### config.mk
export PLATFORM = sky130hd
export DESIGN_NAME = dispatch_queue_flat
export DESIGN_NICKNAME = d
export VERILOG_FILES = /design/src/rtl/dispatch_queue_if.sv /design/src/rtl/dispatch_queue.sv /design/src/flat_wrapper.sv
export SDC_FILE = /design/constraint.sdc
export NUM_CORES = 1
export LEC_CHECK = 0
export CAP_MARGIN = 20
export CELL_PAD_IN_SITES_DETAIL_PLACEMENT = 0
export CELL_PAD_IN_SITES_GLOBAL_PLACEMENT = 1
export CORE_ASPECT_RATIO = 1.5
export CORE_UTILIZATION = 44
export CTS_CLUSTER_DIAMETER = 80
export DETAILED_ROUTE_END_ITERATION = 8
export PLACE_DENSITY_LB_ADDON = 0.1
export SLEW_MARGIN = 20
export SYNTH_ARGS = -nofsm -noshare
export SYNTH_HDL_FRONTEND = slang
export SYNTH_SLANG_ARGS = --single-unit
### constraint.sdc
create_clock -name clock_i -period 7.2 [get_ports clock_i]
set_input_delay 1.8 -clock clock_i [delete_from_list [all_inputs] [get_ports clock_i]]
set_output_delay 1.8 -clock clock_i [all_outputs]
set_load 0.02 [all_outputs]
### src/rtl/dispatch_queue_if.sv
// Decode-side and functional-unit-side signal bundle for dispatch_queue.
// slave is the dispatch stage; master is the decode/functional-unit environment.
interface dispatch_queue_if #(
    parameter int unsigned ISSUE_W     = 2,
    parameter int unsigned QUEUE_DEPTH = 8,
    parameter int unsigned ARITH_UNITS = 2,
    parameter int unsigned OP_W        = 16,
    parameter int unsigned OPC_W       = 7,
    parameter int unsigned WB_W        = 5
) ();
    logic [ISSUE_W-1:0]                 enable_i;
    logic [2*ISSUE_W-1:0]               functionalType_i;
    logic [ISSUE_W-1:0]                 isWb_i;
    logic [WB_W*ISSUE_W-1:0]            wbAddress_i;
    logic [OPC_W*ISSUE_W-1:0]           opCode_i;
    logic [OP_W*ISSUE_W-1:0]            pOperand_i;
    logic [OP_W*ISSUE_W-1:0]            sOperand_i;
    logic                               inReady_o;
    logic [$clog2(QUEUE_DEPTH):0]       count_o;

    logic [ARITH_UNITS-1:0]             arithReady_i;
    logic                               lsReady_i;
    logic                               branchReady_i;
    logic                               regReady_i;

    logic [ARITH_UNITS-1:0]             arithValid_o;
    logic [ARITH_UNITS-1:0]             arithIsWb_o;
    logic [WB_W*ARITH_UNITS-1:0]        arithWbAddress_o;
    logic [OPC_W*ARITH_UNITS-1:0]       arithOpCode_o;
    logic [OP_W*ARITH_UNITS-1:0]        arithPOperand_o;
    logic [OP_W*ARITH_UNITS-1:0]        arithSOperand_o;

    logic                               lsValid_o;
    logic                               lsIsWb_o;
    logic [WB_W-1:0]                    lsWbAddress_o;
    logic [OPC_W-1:0]                   lsOpCode_o;
    logic [OP_W-1:0]                    lsPOperand_o;
    logic [OP_W-1:0]                    lsSOperand_o;

    logic                               branchValid_o;
    logic [OPC_W-1:0]                   branchOpCode_o;
    logic [OP_W-1:0]                    branchPOperand_o;
    logic [OP_W-1:0]                    branchSOperand_o;

    logic                               regValid_o;
    logic [OPC_W-1:0]                   regOpCode_o;

    modport master (
        output enable_i, functionalType_i, isWb_i, wbAddress_i, opCode_i,
               pOperand_i, sOperand_i,
               arithReady_i, lsReady_i, branchReady_i, regReady_i,
        input  inReady_o, count_o,
               arithValid_o, arithIsWb_o, arithWbAddress_o, arithOpCode_o,
               arithPOperand_o, arithSOperand_o,
               lsValid_o, lsIsWb_o, lsWbAddress_o, lsOpCode_o, lsPOperand_o, lsSOperand_o,
               branchValid_o, branchOpCode_o, branchPOperand_o, branchSOperand_o,
               regValid_o, regOpCode_o
    );

    modport slave (
        input  enable_i, functionalType_i, isWb_i, wbAddress_i, opCode_i,
               pOperand_i, sOperand_i,
               arithReady_i, lsReady_i, branchReady_i, regReady_i,
        output inReady_o, count_o,
               arithValid_o, arithIsWb_o, arithWbAddress_o, arithOpCode_o,
               arithPOperand_o, arithSOperand_o,
               lsValid_o, lsIsWb_o, lsWbAddress_o, lsOpCode_o, lsPOperand_o, lsSOperand_o,
               branchValid_o, branchOpCode_o, branchPOperand_o, branchSOperand_o,
               regValid_o, regOpCode_o
    );
endinterface

### src/rtl/dispatch_queue.sv
// In-order dispatch stage: circular queue of decoded instructions issued in program
// order to arithmetic, load/store, branch and reg-stack channels with back-pressure.
module dispatch_queue #(
    parameter int unsigned ISSUE_W     = 2,
    parameter int unsigned QUEUE_DEPTH = 8,
    parameter int unsigned ARITH_UNITS = 2,
    parameter int unsigned OP_W        = 16,
    parameter int unsigned OPC_W       = 7,
    parameter int unsigned WB_W        = 5
) (
    input  logic            clock_i,
    input  logic            reset_i,
    input  logic            flush_i,
    dispatch_queue_if.slave bus
);
    localparam int unsigned PW = $clog2(QUEUE_DEPTH);
    localparam int unsigned CW = PW + 1;

    typedef enum logic [1:0] {
        FT_ARITH = 2'd0,
        FT_LS    = 2'd1,
        FT_BR    = 2'd2,
        FT_RG    = 2'd3
    } ftype_e;

    typedef struct packed {
        ftype_e           ftype;
        logic             is_wb;
        logic [WB_W-1:0]  wb;
        logic [OPC_W-1:0] opc;
        logic [OP_W-1:0]  pop;
        logic [OP_W-1:0]  sop;
    } entry_t;

    entry_t        mem_q [QUEUE_DEPTH];
    logic [PW-1:0] head_q, head_d, tail_q, tail_d;
    logic [CW-1:0] count_q, count_d;

    entry_t        lane   [ISSUE_W];
    logic [PW-1:0] wr_idx [ISSUE_W];
    logic [CW-1:0] n_enq, enq_cnt, n_iss, n_arith;
    logic          in_ready, do_enq;

    entry_t        ent;
    logic          go, stop, arith_ok, ls_used, br_used, rg_used;

    logic [ARITH_UNITS-1:0]       a_valid_q, a_valid_d, a_iswb_q, a_iswb_d;
    logic [WB_W*ARITH_UNITS-1:0]  a_wb_q, a_wb_d;
    logic [OPC_W*ARITH_UNITS-1:0] a_opc_q, a_opc_d;
    logic [OP_W*ARITH_UNITS-1:0]  a_pop_q, a_pop_d, a_sop_q, a_sop_d;

    logic             ls_valid_q, ls_valid_d, ls_iswb_q, ls_iswb_d;
    logic [WB_W-1:0]  ls_wb_q, ls_wb_d;
    logic [OPC_W-1:0] ls_opc_q, ls_opc_d;
    logic [OP_W-1:0]  ls_pop_q, ls_pop_d, ls_sop_q, ls_sop_d;

    logic             br_valid_q, br_valid_d;
    logic [OPC_W-1:0] br_opc_q, br_opc_d;
    logic [OP_W-1:0]  br_pop_q, br_pop_d, br_sop_q, br_sop_d;

    logic             rg_valid_q, rg_valid_d;
    logic [OPC_W-1:0] rg_opc_q, rg_opc_d;

    // Free space is judged on the registered count only, never on same-cycle issue.
    assign in_ready = (CW'(QUEUE_DEPTH) - count_q) >= CW'(ISSUE_W);
    assign do_enq   = in_ready & ~flush_i;
    assign enq_cnt  = do_enq ? n_enq : '0;

    // Enabled lanes are compacted onto consecutive tail slots, lane 0 first.
    always_comb begin
        n_enq = '0;
        for (int unsigned l = 0; l < ISSUE_W; l++) begin
            lane[l].ftype = ftype_e'(bus.functionalType_i[2*l +: 2]);
            lane[l].is_wb = bus.isWb_i[l];
            lane[l].wb    = bus.wbAddress_i[WB_W*l +: WB_W];
            lane[l].opc   = bus.opCode_i[OPC_W*l +: OPC_W];
            lane[l].pop   = bus.pOperand_i[OP_W*l +: OP_W];
            lane[l].sop   = bus.sOperand_i[OP_W*l +: OP_W];
            wr_idx[l]     = tail_q + n_enq[PW-1:0];
            if (bus.enable_i[l]) n_enq = n_enq + CW'(1);
        end
    end

    always_ff @(posedge clock_i) begin
        if (do_enq) begin
            for (int unsigned l = 0; l < ISSUE_W; l++) begin
                if (bus.enable_i[l]) mem_q[wr_idx[l]] <= lane[l];
            end
        end
    end

    always_comb begin
        a_valid_d  = '0;
        a_iswb_d   = a_iswb_q;
        a_wb_d     = a_wb_q;
        a_opc_d    = a_opc_q;
        a_pop_d    = a_pop_q;
        a_sop_d    = a_sop_q;
        ls_valid_d = 1'b0;
        ls_iswb_d  = ls_iswb_q;
        ls_wb_d    = ls_wb_q;
        ls_opc_d   = ls_opc_q;
        ls_pop_d   = ls_pop_q;
        ls_sop_d   = ls_sop_q;
        br_valid_d = 1'b0;
        br_opc_d   = br_opc_q;
        br_pop_d   = br_pop_q;
        br_sop_d   = br_sop_q;
        rg_valid_d = 1'b0;
        rg_opc_d   = rg_opc_q;
        ent        = '0;
        go         = 1'b0;
        arith_ok   = 1'b0;
        n_iss      = '0;
        n_arith    = '0;
        ls_used    = 1'b0;
        br_used    = 1'b0;
        rg_used    = 1'b0;
        stop       = flush_i;

        // Scan oldest entries; the first one that cannot go ends the scan.
        for (int unsigned k = 0; k < ISSUE_W; k++) begin
            ent = mem_q[head_q + PW'(k)];
            go  = 1'b0;
            if (!stop && (CW'(k) < count_q)) begin
                unique case (ent.ftype)
                    FT_ARITH: begin
                        arith_ok = 1'b0;
                        for (int unsigned j = 0; j < ARITH_UNITS; j++) begin
                            if (CW'(j) == n_arith) arith_ok = bus.arithReady_i[j];
                        end
                        go = arith_ok;
                        if (go) begin
                            for (int unsigned j = 0; j < ARITH_UNITS; j++) begin
                                if (CW'(j) == n_arith) begin
                                    a_valid_d[j]                = 1'b1;
                                    a_iswb_d[j]                 = ent.is_wb;
                                    a_wb_d[WB_W*j +: WB_W]      = ent.wb;
                                    a_opc_d[OPC_W*j +: OPC_W]   = ent.opc;
                                    a_pop_d[OP_W*j +: OP_W]     = ent.pop;
                                    a_sop_d[OP_W*j +: OP_W]     = ent.sop;
                                end
                            end
                            n_arith = n_arith + CW'(1);
                        end
                    end
                    FT_LS: begin
                        go = !ls_used && bus.lsReady_i;
                        if (go) begin
                            ls_used    = 1'b1;
                            ls_valid_d = 1'b1;
                            ls_iswb_d  = ent.is_wb;
                            ls_wb_d    = ent.wb;
                            ls_opc_d   = ent.opc;
                            ls_pop_d   = ent.pop;
                            ls_sop_d   = ent.sop;
                        end
                    end
                    FT_BR: begin
                        go = !br_used && bus.branchReady_i;
                        if (go) begin
                            br_used    = 1'b1;
                            br_valid_d = 1'b1;
                            br_opc_d   = ent.opc;
                            br_pop_d   = ent.pop;
                            br_sop_d   = ent.sop;
                        end
                    end
                    FT_RG: begin
                        go = !rg_used && bus.regReady_i;
                        if (go) begin
                            rg_used    = 1'b1;
                            rg_valid_d = 1'b1;
                            rg_opc_d   = ent.opc;
                        end
                    end
                endcase
            end
            if (go) n_iss = n_iss + CW'(1);
            else    stop  = 1'b1;
            if (go && ent.ftype == FT_BR) stop = 1'b1;
        end

        if (flush_i) begin
            head_d  = '0;
            tail_d  = '0;
            count_d = '0;
        end else begin
            head_d  = head_q + n_iss[PW-1:0];
            tail_d  = tail_q + enq_cnt[PW-1:0];
            count_d = count_q + enq_cnt - n_iss;
        end
    end

    always_ff @(posedge clock_i or posedge reset_i) begin
        if (reset_i) begin
            head_q     <= '0;
            tail_q     <= '0;
            count_q    <= '0;
            a_valid_q  <= '0;
            a_iswb_q   <= '0;
            a_wb_q     <= '0;
            a_opc_q    <= '0;
            a_pop_q    <= '0;
            a_sop_q    <= '0;
            ls_valid_q <= 1'b0;
            ls_iswb_q  <= 1'b0;
            ls_wb_q    <= '0;
            ls_opc_q   <= '0;
            ls_pop_q   <= '0;
            ls_sop_q   <= '0;
            br_valid_q <= 1'b0;
            br_opc_q   <= '0;
            br_pop_q   <= '0;
            br_sop_q   <= '0;
            rg_valid_q <= 1'b0;
            rg_opc_q   <= '0;
        end else begin
            head_q     <= head_d;
            tail_q     <= tail_d;
            count_q    <= count_d;
            a_valid_q  <= a_valid_d;
            a_iswb_q   <= a_iswb_d;
            a_wb_q     <= a_wb_d;
            a_opc_q    <= a_opc_d;
            a_pop_q    <= a_pop_d;
            a_sop_q    <= a_sop_d;
            ls_valid_q <= ls_valid_d;
            ls_iswb_q  <= ls_iswb_d;
            ls_wb_q    <= ls_wb_d;
            ls_opc_q   <= ls_opc_d;
            ls_pop_q   <= ls_pop_d;
            ls_sop_q   <= ls_sop_d;
            br_valid_q <= br_valid_d;
            br_opc_q   <= br_opc_d;
            br_pop_q   <= br_pop_d;
            br_sop_q   <= br_sop_d;
            rg_valid_q <= rg_valid_d;
            rg_opc_q   <= rg_opc_d;
        end
    end

    assign bus.inReady_o        = in_ready;
    assign bus.count_o          = count_q;
    assign bus.arithValid_o     = a_valid_q;
    assign bus.arithIsWb_o      = a_iswb_q;
    assign bus.arithWbAddress_o = a_wb_q;
    assign bus.arithOpCode_o    = a_opc_q;
    assign bus.arithPOperand_o  = a_pop_q;
    assign bus.arithSOperand_o  = a_sop_q;
    assign bus.lsValid_o        = ls_valid_q;
    assign bus.lsIsWb_o         = ls_iswb_q;
    assign bus.lsWbAddress_o    = ls_wb_q;
    assign bus.lsOpCode_o       = ls_opc_q;
    assign bus.lsPOperand_o     = ls_pop_q;
    assign bus.lsSOperand_o     = ls_sop_q;
    assign bus.branchValid_o    = br_valid_q;
    assign bus.branchOpCode_o   = br_opc_q;
    assign bus.branchPOperand_o = br_pop_q;
    assign bus.branchSOperand_o = br_sop_q;
    assign bus.regValid_o       = rg_valid_q;
    assign bus.regOpCode_o      = rg_opc_q;
endmodule

### src/flat_wrapper.sv
// flat-port wrapper written by rule: the top's interface ports become plain ports
module dispatch_queue_flat 
#(
    parameter int unsigned ISSUE_W     = 2,
    parameter int unsigned QUEUE_DEPTH = 8,
    parameter int unsigned ARITH_UNITS = 2,
    parameter int unsigned OP_W        = 16,
    parameter int unsigned OPC_W       = 7,
    parameter int unsigned WB_W        = 5
)
  (clock_i, reset_i, flush_i, bus_enable_i, bus_functionalType_i, bus_isWb_i, bus_wbAddress_i, bus_opCode_i, bus_pOperand_i, bus_sOperand_i, bus_arithReady_i, bus_lsReady_i, bus_branchReady_i, bus_regReady_i, bus_inReady_o, bus_count_o, bus_arithValid_o, bus_arithIsWb_o, bus_arithWbAddress_o, bus_arithOpCode_o, bus_arithPOperand_o, bus_arithSOperand_o, bus_lsValid_o, bus_lsIsWb_o, bus_lsWbAddress_o, bus_lsOpCode_o, bus_lsPOperand_o, bus_lsSOperand_o, bus_branchValid_o, bus_branchOpCode_o, bus_branchPOperand_o, bus_branchSOperand_o, bus_regValid_o, bus_regOpCode_o);
  dispatch_queue_if #(.ISSUE_W(ISSUE_W), .QUEUE_DEPTH(QUEUE_DEPTH), .ARITH_UNITS(ARITH_UNITS), .OP_W(OP_W), .OPC_W(OPC_W), .WB_W(WB_W)) bus_i ();
  input  logic clock_i;
  input  logic reset_i;
  input  logic flush_i;
  input wire logic [$bits(bus_i.enable_i)-1:0] bus_enable_i;
  input wire logic [$bits(bus_i.functionalType_i)-1:0] bus_functionalType_i;
  input wire logic [$bits(bus_i.isWb_i)-1:0] bus_isWb_i;
  input wire logic [$bits(bus_i.wbAddress_i)-1:0] bus_wbAddress_i;
  input wire logic [$bits(bus_i.opCode_i)-1:0] bus_opCode_i;
  input wire logic [$bits(bus_i.pOperand_i)-1:0] bus_pOperand_i;
  input wire logic [$bits(bus_i.sOperand_i)-1:0] bus_sOperand_i;
  input wire logic [$bits(bus_i.arithReady_i)-1:0] bus_arithReady_i;
  input wire logic [$bits(bus_i.lsReady_i)-1:0] bus_lsReady_i;
  input wire logic [$bits(bus_i.branchReady_i)-1:0] bus_branchReady_i;
  input wire logic [$bits(bus_i.regReady_i)-1:0] bus_regReady_i;
  output wire logic [$bits(bus_i.inReady_o)-1:0] bus_inReady_o;
  output wire logic [$bits(bus_i.count_o)-1:0] bus_count_o;
  output wire logic [$bits(bus_i.arithValid_o)-1:0] bus_arithValid_o;
  output wire logic [$bits(bus_i.arithIsWb_o)-1:0] bus_arithIsWb_o;
  output wire logic [$bits(bus_i.arithWbAddress_o)-1:0] bus_arithWbAddress_o;
  output wire logic [$bits(bus_i.arithOpCode_o)-1:0] bus_arithOpCode_o;
  output wire logic [$bits(bus_i.arithPOperand_o)-1:0] bus_arithPOperand_o;
  output wire logic [$bits(bus_i.arithSOperand_o)-1:0] bus_arithSOperand_o;
  output wire logic [$bits(bus_i.lsValid_o)-1:0] bus_lsValid_o;
  output wire logic [$bits(bus_i.lsIsWb_o)-1:0] bus_lsIsWb_o;
  output wire logic [$bits(bus_i.lsWbAddress_o)-1:0] bus_lsWbAddress_o;
  output wire logic [$bits(bus_i.lsOpCode_o)-1:0] bus_lsOpCode_o;
  output wire logic [$bits(bus_i.lsPOperand_o)-1:0] bus_lsPOperand_o;
  output wire logic [$bits(bus_i.lsSOperand_o)-1:0] bus_lsSOperand_o;
  output wire logic [$bits(bus_i.branchValid_o)-1:0] bus_branchValid_o;
  output wire logic [$bits(bus_i.branchOpCode_o)-1:0] bus_branchOpCode_o;
  output wire logic [$bits(bus_i.branchPOperand_o)-1:0] bus_branchPOperand_o;
  output wire logic [$bits(bus_i.branchSOperand_o)-1:0] bus_branchSOperand_o;
  output wire logic [$bits(bus_i.regValid_o)-1:0] bus_regValid_o;
  output wire logic [$bits(bus_i.regOpCode_o)-1:0] bus_regOpCode_o;
  assign bus_i.enable_i = bus_enable_i;
  assign bus_i.functionalType_i = bus_functionalType_i;
  assign bus_i.isWb_i = bus_isWb_i;
  assign bus_i.wbAddress_i = bus_wbAddress_i;
  assign bus_i.opCode_i = bus_opCode_i;
  assign bus_i.pOperand_i = bus_pOperand_i;
  assign bus_i.sOperand_i = bus_sOperand_i;
  assign bus_i.arithReady_i = bus_arithReady_i;
  assign bus_i.lsReady_i = bus_lsReady_i;
  assign bus_i.branchReady_i = bus_branchReady_i;
  assign bus_i.regReady_i = bus_regReady_i;
  assign bus_inReady_o = bus_i.inReady_o;
  assign bus_count_o = bus_i.count_o;
  assign bus_arithValid_o = bus_i.arithValid_o;
  assign bus_arithIsWb_o = bus_i.arithIsWb_o;
  assign bus_arithWbAddress_o = bus_i.arithWbAddress_o;
  assign bus_arithOpCode_o = bus_i.arithOpCode_o;
  assign bus_arithPOperand_o = bus_i.arithPOperand_o;
  assign bus_arithSOperand_o = bus_i.arithSOperand_o;
  assign bus_lsValid_o = bus_i.lsValid_o;
  assign bus_lsIsWb_o = bus_i.lsIsWb_o;
  assign bus_lsWbAddress_o = bus_i.lsWbAddress_o;
  assign bus_lsOpCode_o = bus_i.lsOpCode_o;
  assign bus_lsPOperand_o = bus_i.lsPOperand_o;
  assign bus_lsSOperand_o = bus_i.lsSOperand_o;
  assign bus_branchValid_o = bus_i.branchValid_o;
  assign bus_branchOpCode_o = bus_i.branchOpCode_o;
  assign bus_branchPOperand_o = bus_i.branchPOperand_o;
  assign bus_branchSOperand_o = bus_i.branchSOperand_o;
  assign bus_regValid_o = bus_i.regValid_o;
  assign bus_regOpCode_o = bus_i.regOpCode_o;
  dispatch_queue #(.ISSUE_W(ISSUE_W), .QUEUE_DEPTH(QUEUE_DEPTH), .ARITH_UNITS(ARITH_UNITS), .OP_W(OP_W), .OPC_W(OPC_W), .WB_W(WB_W)) u_core (.clock_i(clock_i), .reset_i(reset_i), .flush_i(flush_i), .bus(bus_i));
endmodule
==> reports/metrics.cfg, run 1 <==
[synthesis]
synth_warnings=0
synthTopCellsByArea=edfxtp_1 (38%), dfrtp_1 (16%), mux2_2 (16%)
synth_flop_cell=edfxtp_1
synthTopCellsByCount=mux2_2 (430), edfxtp_1 (376), dfrtp_1 (196)
ys_seq_elements=572
netlist.area_leader.share=0.375
synth_cell_types=51
syn_avg_cell_area_um2=15.4
synthArstFlopShare=0.343
synth_area_um2=30100
syn_nets=2079
synth.largest_area_cell=edfxtp_1
synth-seq-area-share=0.538
synth.most_common_cell=mux2_2
synth_edf_count=376
netlist_instances=1957

[worst_setup_path]
crit_chain=buf_4 -> mux4_2 -> mux2i_4 -> a31oi_1 -> a21oi_2 -> nand4_1 -> o32a_1 -> a21oi_1 -> ha_1 -> fa_1 -> inv_1 -> ha_1 -> a21o_1 -> a21oi_1 -> xnor2_1 -> nor2_1
slowest_delay_ps=770
crit_type=reg2reg
cp-start-kind=flop
r2r-start=u_core.head_q[1]
crit_fanout=37
reg2reg_to=u_core.bus.count_o[3]
r2r_slack_ps=1970
r2r_cells=16
cp_slowest_cell=dfrtp_4
required_ps=7700
cp-end-kind=flop
crit_arrival_ps=5720

[detailed_routing]
wl_per_cell_um=31.0
drt_iter0_markers=1868
drtAntennaViolNets=0
firstDrtPassIters=7
drc=0
vias=19600
wl_um=97700
via_per_inst=6.21

[timing]
period_minus_slack_ps=5230
final.setup_skew_ps=26.9
max_slew_margin=0.278
setup_tns_ps=0
setup_viol=0
drv_slew=0
grt_setup_unrepaired=false
tightest_slew_ps=1080
hold_ws_ps=496
timing.final.ws_setup_ps=1970
finalHoldViolations=0
post-route-period-util=0.726
fmax_mhz=191

[placement]
dp_slack_ps=1480
place_hpwl_um=60700
place.gp.congestion=0.852
placed_area_um2=34000
io_buffers=294

[clock_tree]
clk_latency_ps=650
cts_tree=built
ctsHoldBuffers=0
ctsResizeCount=0
htreeDepth=2
clk_path_buf_depth=3
clock_sinks=572
post_cts_buffers=0
root_buffer=clkbuf_16
cts_buffers=57
clkTransAtPathRegs_ps=60

[layout]
area_delta_synth_final_pct=19.5
layout.nets=2322
stdcell_area_um2=36000
drive_gt1_frac=0.359

[global_routing]
grt_max_degree=101
grt_pass1_wl_um=142000
grtUsageMet1=0.379
groute.usage.overall=0.282
antenna_found_initial=14
grt_overflow=0
grtUsageMet2=0.476
grt_pass1_vias=20000
met3_usage=0.0352
busiest_layer=met2

[power_and_ir_drop]
power.total_mw=13.0
ir_drop_mv=0.227
powerDensity_nw_per_um2=361
leakagePower_nw=12.4

[hold_path]
hold_path_depth=1
hold_path_end=u_core.bus.arithSOperand_o[19]
hold_start=u_core.bus.arithSOperand_o[19]
holdCritPathClass=reg2reg

[floorplan]
start_util=0.444
rows=117
die_area_um2=69500
ios=295
fp.dieH_um=322
fp.dieW_um=216
coreArea_um2=67800

[status]
status=completed

[run]
cap_violations=0

-- worst max-delay path by stage --
stage	from	to	slack, ps	cells after the start
floorplan	reset_i	u_core.bus.arithIsWb_o[0]	60	1
global placement	flush_i	u_core.bus.count_o[3]	1530	14
detailed placement	flush_i	u_core.bus.count_o[3]	1480	14
CTS	u_core.head_q[1]	u_core.bus.count_o[3]	1920	16
global route	u_core.head_q[1]	u_core.bus.count_o[3]	1610	16
finish	u_core.head_q[1]	u_core.bus.count_o[3]	1970	16
-- layer usage --
| layer | wire length (um) | vias up |
|---|---|---|
| met5 | 58 | - |
| met3 | 5320 | 140 |
| li1 | - | 8258 |
| met1 | 40500 | 10400 |
| met2 | 49300 | 789 |
| met4 | 2440 | 10 |
-- metrics by stage --
| stage | utilization | cells |
|---|---|---|
| finish | 0.530 | 3149 |
| global route | 0.530 | 3148 |
| CTS | 0.530 | 3141 |
| detailed placement | 0.501 | 3033 |
| global placement | 0.501 | 3033 |
| floorplan | - | 1957 |
-- critical path, delay by kind of cell (launching register included) --
kind,cells,cell delay [ps]
simple gates,2,540
buf+inv,2,830
compound gates,6,1170
fa+ha+maj,3,880
xor+xnor,1,140
flops,1,770
mux,2,680
-- cells by family after synthesis --
kind of cell	count (synthesis)	share of synthesized area
xor gates and xnor gates	7	0.00204
buffers and inverters	169	0.0245
muxes	714	0.337
DFF	572	0.538
AOI/OAI and AO/OA	265	0.0578
and+or+nand+nor	212	0.0315
adders and majority gates	18	0.00848
-- registers in the layout, summed over array words and instances (netlist names) --
register and cells:
u_core.bus.lsOpCode_o 7, u_core.bus.arithOpCode_o 14, u_core.mem_q 376, u_core.head_q 3, u_core.bus.branchPOperand_o 16, u_core.tail_q 3
u_core.bus.arithIsWb_o 2, u_core.bus.lsPOperand_o 16, u_core.bus.branchValid_o 1, u_core.bus.count_o 4, u_core.bus.branchOpCode_o 7, u_core.bus.arithSOperand_o 32
u_core.bus.arithWbAddress_o 10, u_core.bus.lsIsWb_o 1, u_core.bus.regOpCode_o 7, u_core.bus.regValid_o 1, u_core.bus.lsSOperand_o 16, u_core.bus.lsWbAddress_o 5
u_core.bus.lsValid_o 1, u_core.bus.arithValid_o 2, u_core.bus.branchSOperand_o 16, u_core.bus.arithPOperand_o 32
-- cell type report --
| cell class | instances | area [um2] |
|---|---|---|
| fillers | 5589 | 31800 |
| flip-flops and latches | 572 | 16200 |
| multi-input cells | 1216 | 13300 |
| repair buffers | 335 | 3260 |
| clock buffers | 86 | 1770 |
| well taps | 892 | 1120 |
| clock inverters | 22 | 174 |
| inverters | 18 | 75.1 |
| diodes | 8 | 20.0 |
-- power by group --
part           internal (mW)  switching, mW  total (mW)
combinational           2.40           2.86        5.26
sequential              4.15          0.463        4.61
clock                   1.77           1.35        3.12
-- cell usage in the layout, fill, tap and decap left out, drive strengths merged, types with 4 or more instances in the layout --
cell type	synthesis	final
mux2	469	469
edfxtp	376	376
clkdlybuf4s50	0	293
dfrtp	196	196
mux4	186	186
o21ai	110	110
nor2	88	88
clkbuf	63	86
nand2	76	76
mux2i	59	59
o22ai	50	50
a2bb2oi	46	46
buf	88	42
inv	18	22
a221o	20	20
a21oi	18	18
nor2b	15	15
ha	14	14
clkinv	0	14
diode	0	8
and2	6	6
o221a	6	6
and3	6	6
nand3	5	5
xnor2	4	4
fa	4	4
nand4	4	4
Power figures use the tool's default switching activity.
==> run 2, diff against run 1 <==
- clock period: 7.2 -> 4.22 ns (I/O delays scaled with it)
==> run 2 against run 1 <==
Non-clock buffer count is 49 higher. Die area stayed put. Critical endpoint unchanged. Via count up 0.91%. Final cell count increased by 1.3%. Setup slack worse by 1700 ps. Largest cell class unchanged. Highest routed layer unchanged.
==> reports/metrics.cfg, run 2 (synthesis gave the netlist of run 1 again) <==
[status]
status=completed

[global_routing]
antenna_found_initial=10  ; -4
grt_pass1_wl_um=144000  ; +1.8%
grt_overflow=0  ; unchanged
grt_pass1_vias=20300  ; +1.4%
grt_max_degree=88  ; -13%
groute.usage.overall=0.288  ; +0.00616

[placement]
place_hpwl_um=64300  ; +6.0%
io_buffers=294  ; unchanged
place.gp.congestion=0.871  ; +2.3%
placed_cells=3082  ; +1.6%
dp_slack_ps=51.4  ; -1430 ps

[floorplan]
die_area_um2=69500  ; unchanged
coreArea_um2=67800  ; unchanged
fp.dieW_um=216  ; unchanged
ios=295  ; unchanged
rows=117  ; unchanged
fp.dieH_um=322  ; unchanged
start_util=0.444  ; unchanged

[detailed_routing]
drc=0  ; unchanged
drt-met1-wl_um=39900  ; -1.6%
top_layer_used=met5
firstDrtPassIters=5  ; -2
routed-wl-met2_um=50800  ; +3.0%
via_per_inst=6.19  ; -0.41%
wl_um=100000  ; +2.4%
wl_per_cell_um=31.3  ; +1.1%
vias=19700  ; +0.91%
drtAntennaViolNets=0  ; unchanged
wl_met3_um=5960  ; +12%
drt_iter0_markers=1687  ; -9.7%

[layout]
mostFrequentLayoutCells=mux2_2 (430), edfxtp_1 (376), clkdlybuf4s50_1 (293)
area_delta_synth_final_pct=21.2
largest_reg_flops=376  ; unchanged
layout.nets=2370  ; +2.1%
fillCellCount=5577  ; -0.21%
layout_commonest_cell=mux2_2
drive_gt1_frac=0.370  ; +0.0108
final_cell_count_no_fill=3191  ; +1.3%

[clock_tree]
post_cts_buffers=0  ; unchanged
clk_latency_ps=640  ; about the same
cts_buffers=56  ; -1.8%
ctsResizeCount=0  ; unchanged
cts_tree=built
htreeDepth=2  ; unchanged
root_buffer=clkbuf_16
ctsHoldBuffers=0  ; unchanged
clkTransAtPathRegs_ps=60  ; about the same
clk_path_buf_depth=3  ; unchanged
clock_sinks=572  ; unchanged

[timing]
tightest_slew_ps=968  ; -114 ps
post-route-period-util=0.937  ; +0.211
hold_ws_ps=487  ; -8.68 ps
setup_viol=0  ; unchanged
period_minus_slack_ps=3950  ; -1270 ps
drv_slew=0  ; unchanged
timing.final.ws_setup_ps=267  ; -1710 ps
max_slew_margin=0.354  ; +0.0762
fmax_mhz=253  ; +32%
grt_setup_unrepaired=false
final.setup_skew_ps=16.1  ; -10.8 ps
finalHoldViolations=0  ; unchanged

[worst_setup_path]
path_buf_inv=1  ; -1
crit_family=adder cells
crit_arrival_ps=4470  ; -1250 ps
cp-end-kind=flop
required_ps=4730  ; -2970 ps
cp_slowest_cell=dfrtp_4
cp-start-kind=flop
crit_type=reg2reg
crit_fanout=12  ; -68%
r2r_slack_ps=270  ; -1710 ps
slowest_delay_ps=580  ; -190 ps
crit_chain=ha_4 -> mux4_2 -> mux2i_2 -> a31oi_1 -> o32a_1 -> a21oi_1 -> ha_1 -> fa_1 -> inv_1 -> ha_1 -> a21o_1 -> a21oi_1 -> xnor2_1 -> nor2_1

[run]
cap_violations=0  ; unchanged

[hold_path]
holdCritPathClass=reg2reg

[power_and_ir_drop]
powerDensity_nw_per_um2=608  ; +68%
leakagePower_nw=12.7  ; +2.0%
ir_drop_mv=0.326  ; +44%
power.total_mw=22.2  ; +71%

## run 2: changes by cell type in the layout (fill, tap and decap cells not counted), sizes merged
| cell | change |
|---|---|
| buf | +49 |
| bufinv | +2 |
| clkbuf | -4 |
| clkinv | +3 |
| diode | -3 |
| inv | -5 |
## run 2: area by class of cell
type                    instances  area, um2  share of cell area
diodes                          5       12.5            0.000343
clock inverters                22        205             0.00563
clock buffers                  82       1610              0.0441
flip-flops and latches        572      16200               0.444
well taps                     892       1120              0.0306
repair buffers                384       3930               0.108
multi-input cells            1216      13300               0.365
inverters                      18       71.3             0.00196
## run 2: final timing paths
path	from	cells after the start	endpoint
worst min-delay path	u_core.bus.arithSOperand_o[23]	1	u_core.bus.arithSOperand_o[23]
worst max register to register	u_core.head_q[0]	14	u_core.bus.count_o[3]
worst max-delay path	u_core.head_q[0]	14	u_core.bus.count_o[3]
max in group asynchronous	reset_i	3	u_core.bus.arithSOperand_o[25]
worst min register to register	u_core.bus.arithSOperand_o[23]	1	u_core.bus.arithSOperand_o[23]
min in group asynchronous	reset_i	2	u_core.bus.lsPOperand_o[9]
## run 2: metal layers
layer  GRT usage  vias to the layer above
met5           0                        -
met4       0.104                       10
met3      0.0443                      162
met2       0.499                      756
met1       0.366                    10400
li1            -                     8383
## run 2: per-stage QoR
| stage | util | setup TNS (ps) | instance area, um2 |
|---|---|---|---|
| after floorplan | - | -11380 | 30100 |
| after global placement | 0.511 | 0 | 34600 |
| after detailed placement | 0.511 | 0 | 34600 |
| after CTS | 0.538 | 0 | 36500 |
| after global routing | 0.538 | 0 | 36500 |
| final | 0.538 | 0 | 36500 |
## run 2: power breakdown
part | switching [mW] | internal, mW
clock network | 2.21 | 2.88
logic | 5.04 | 4.28
registers | 0.706 | 7.07
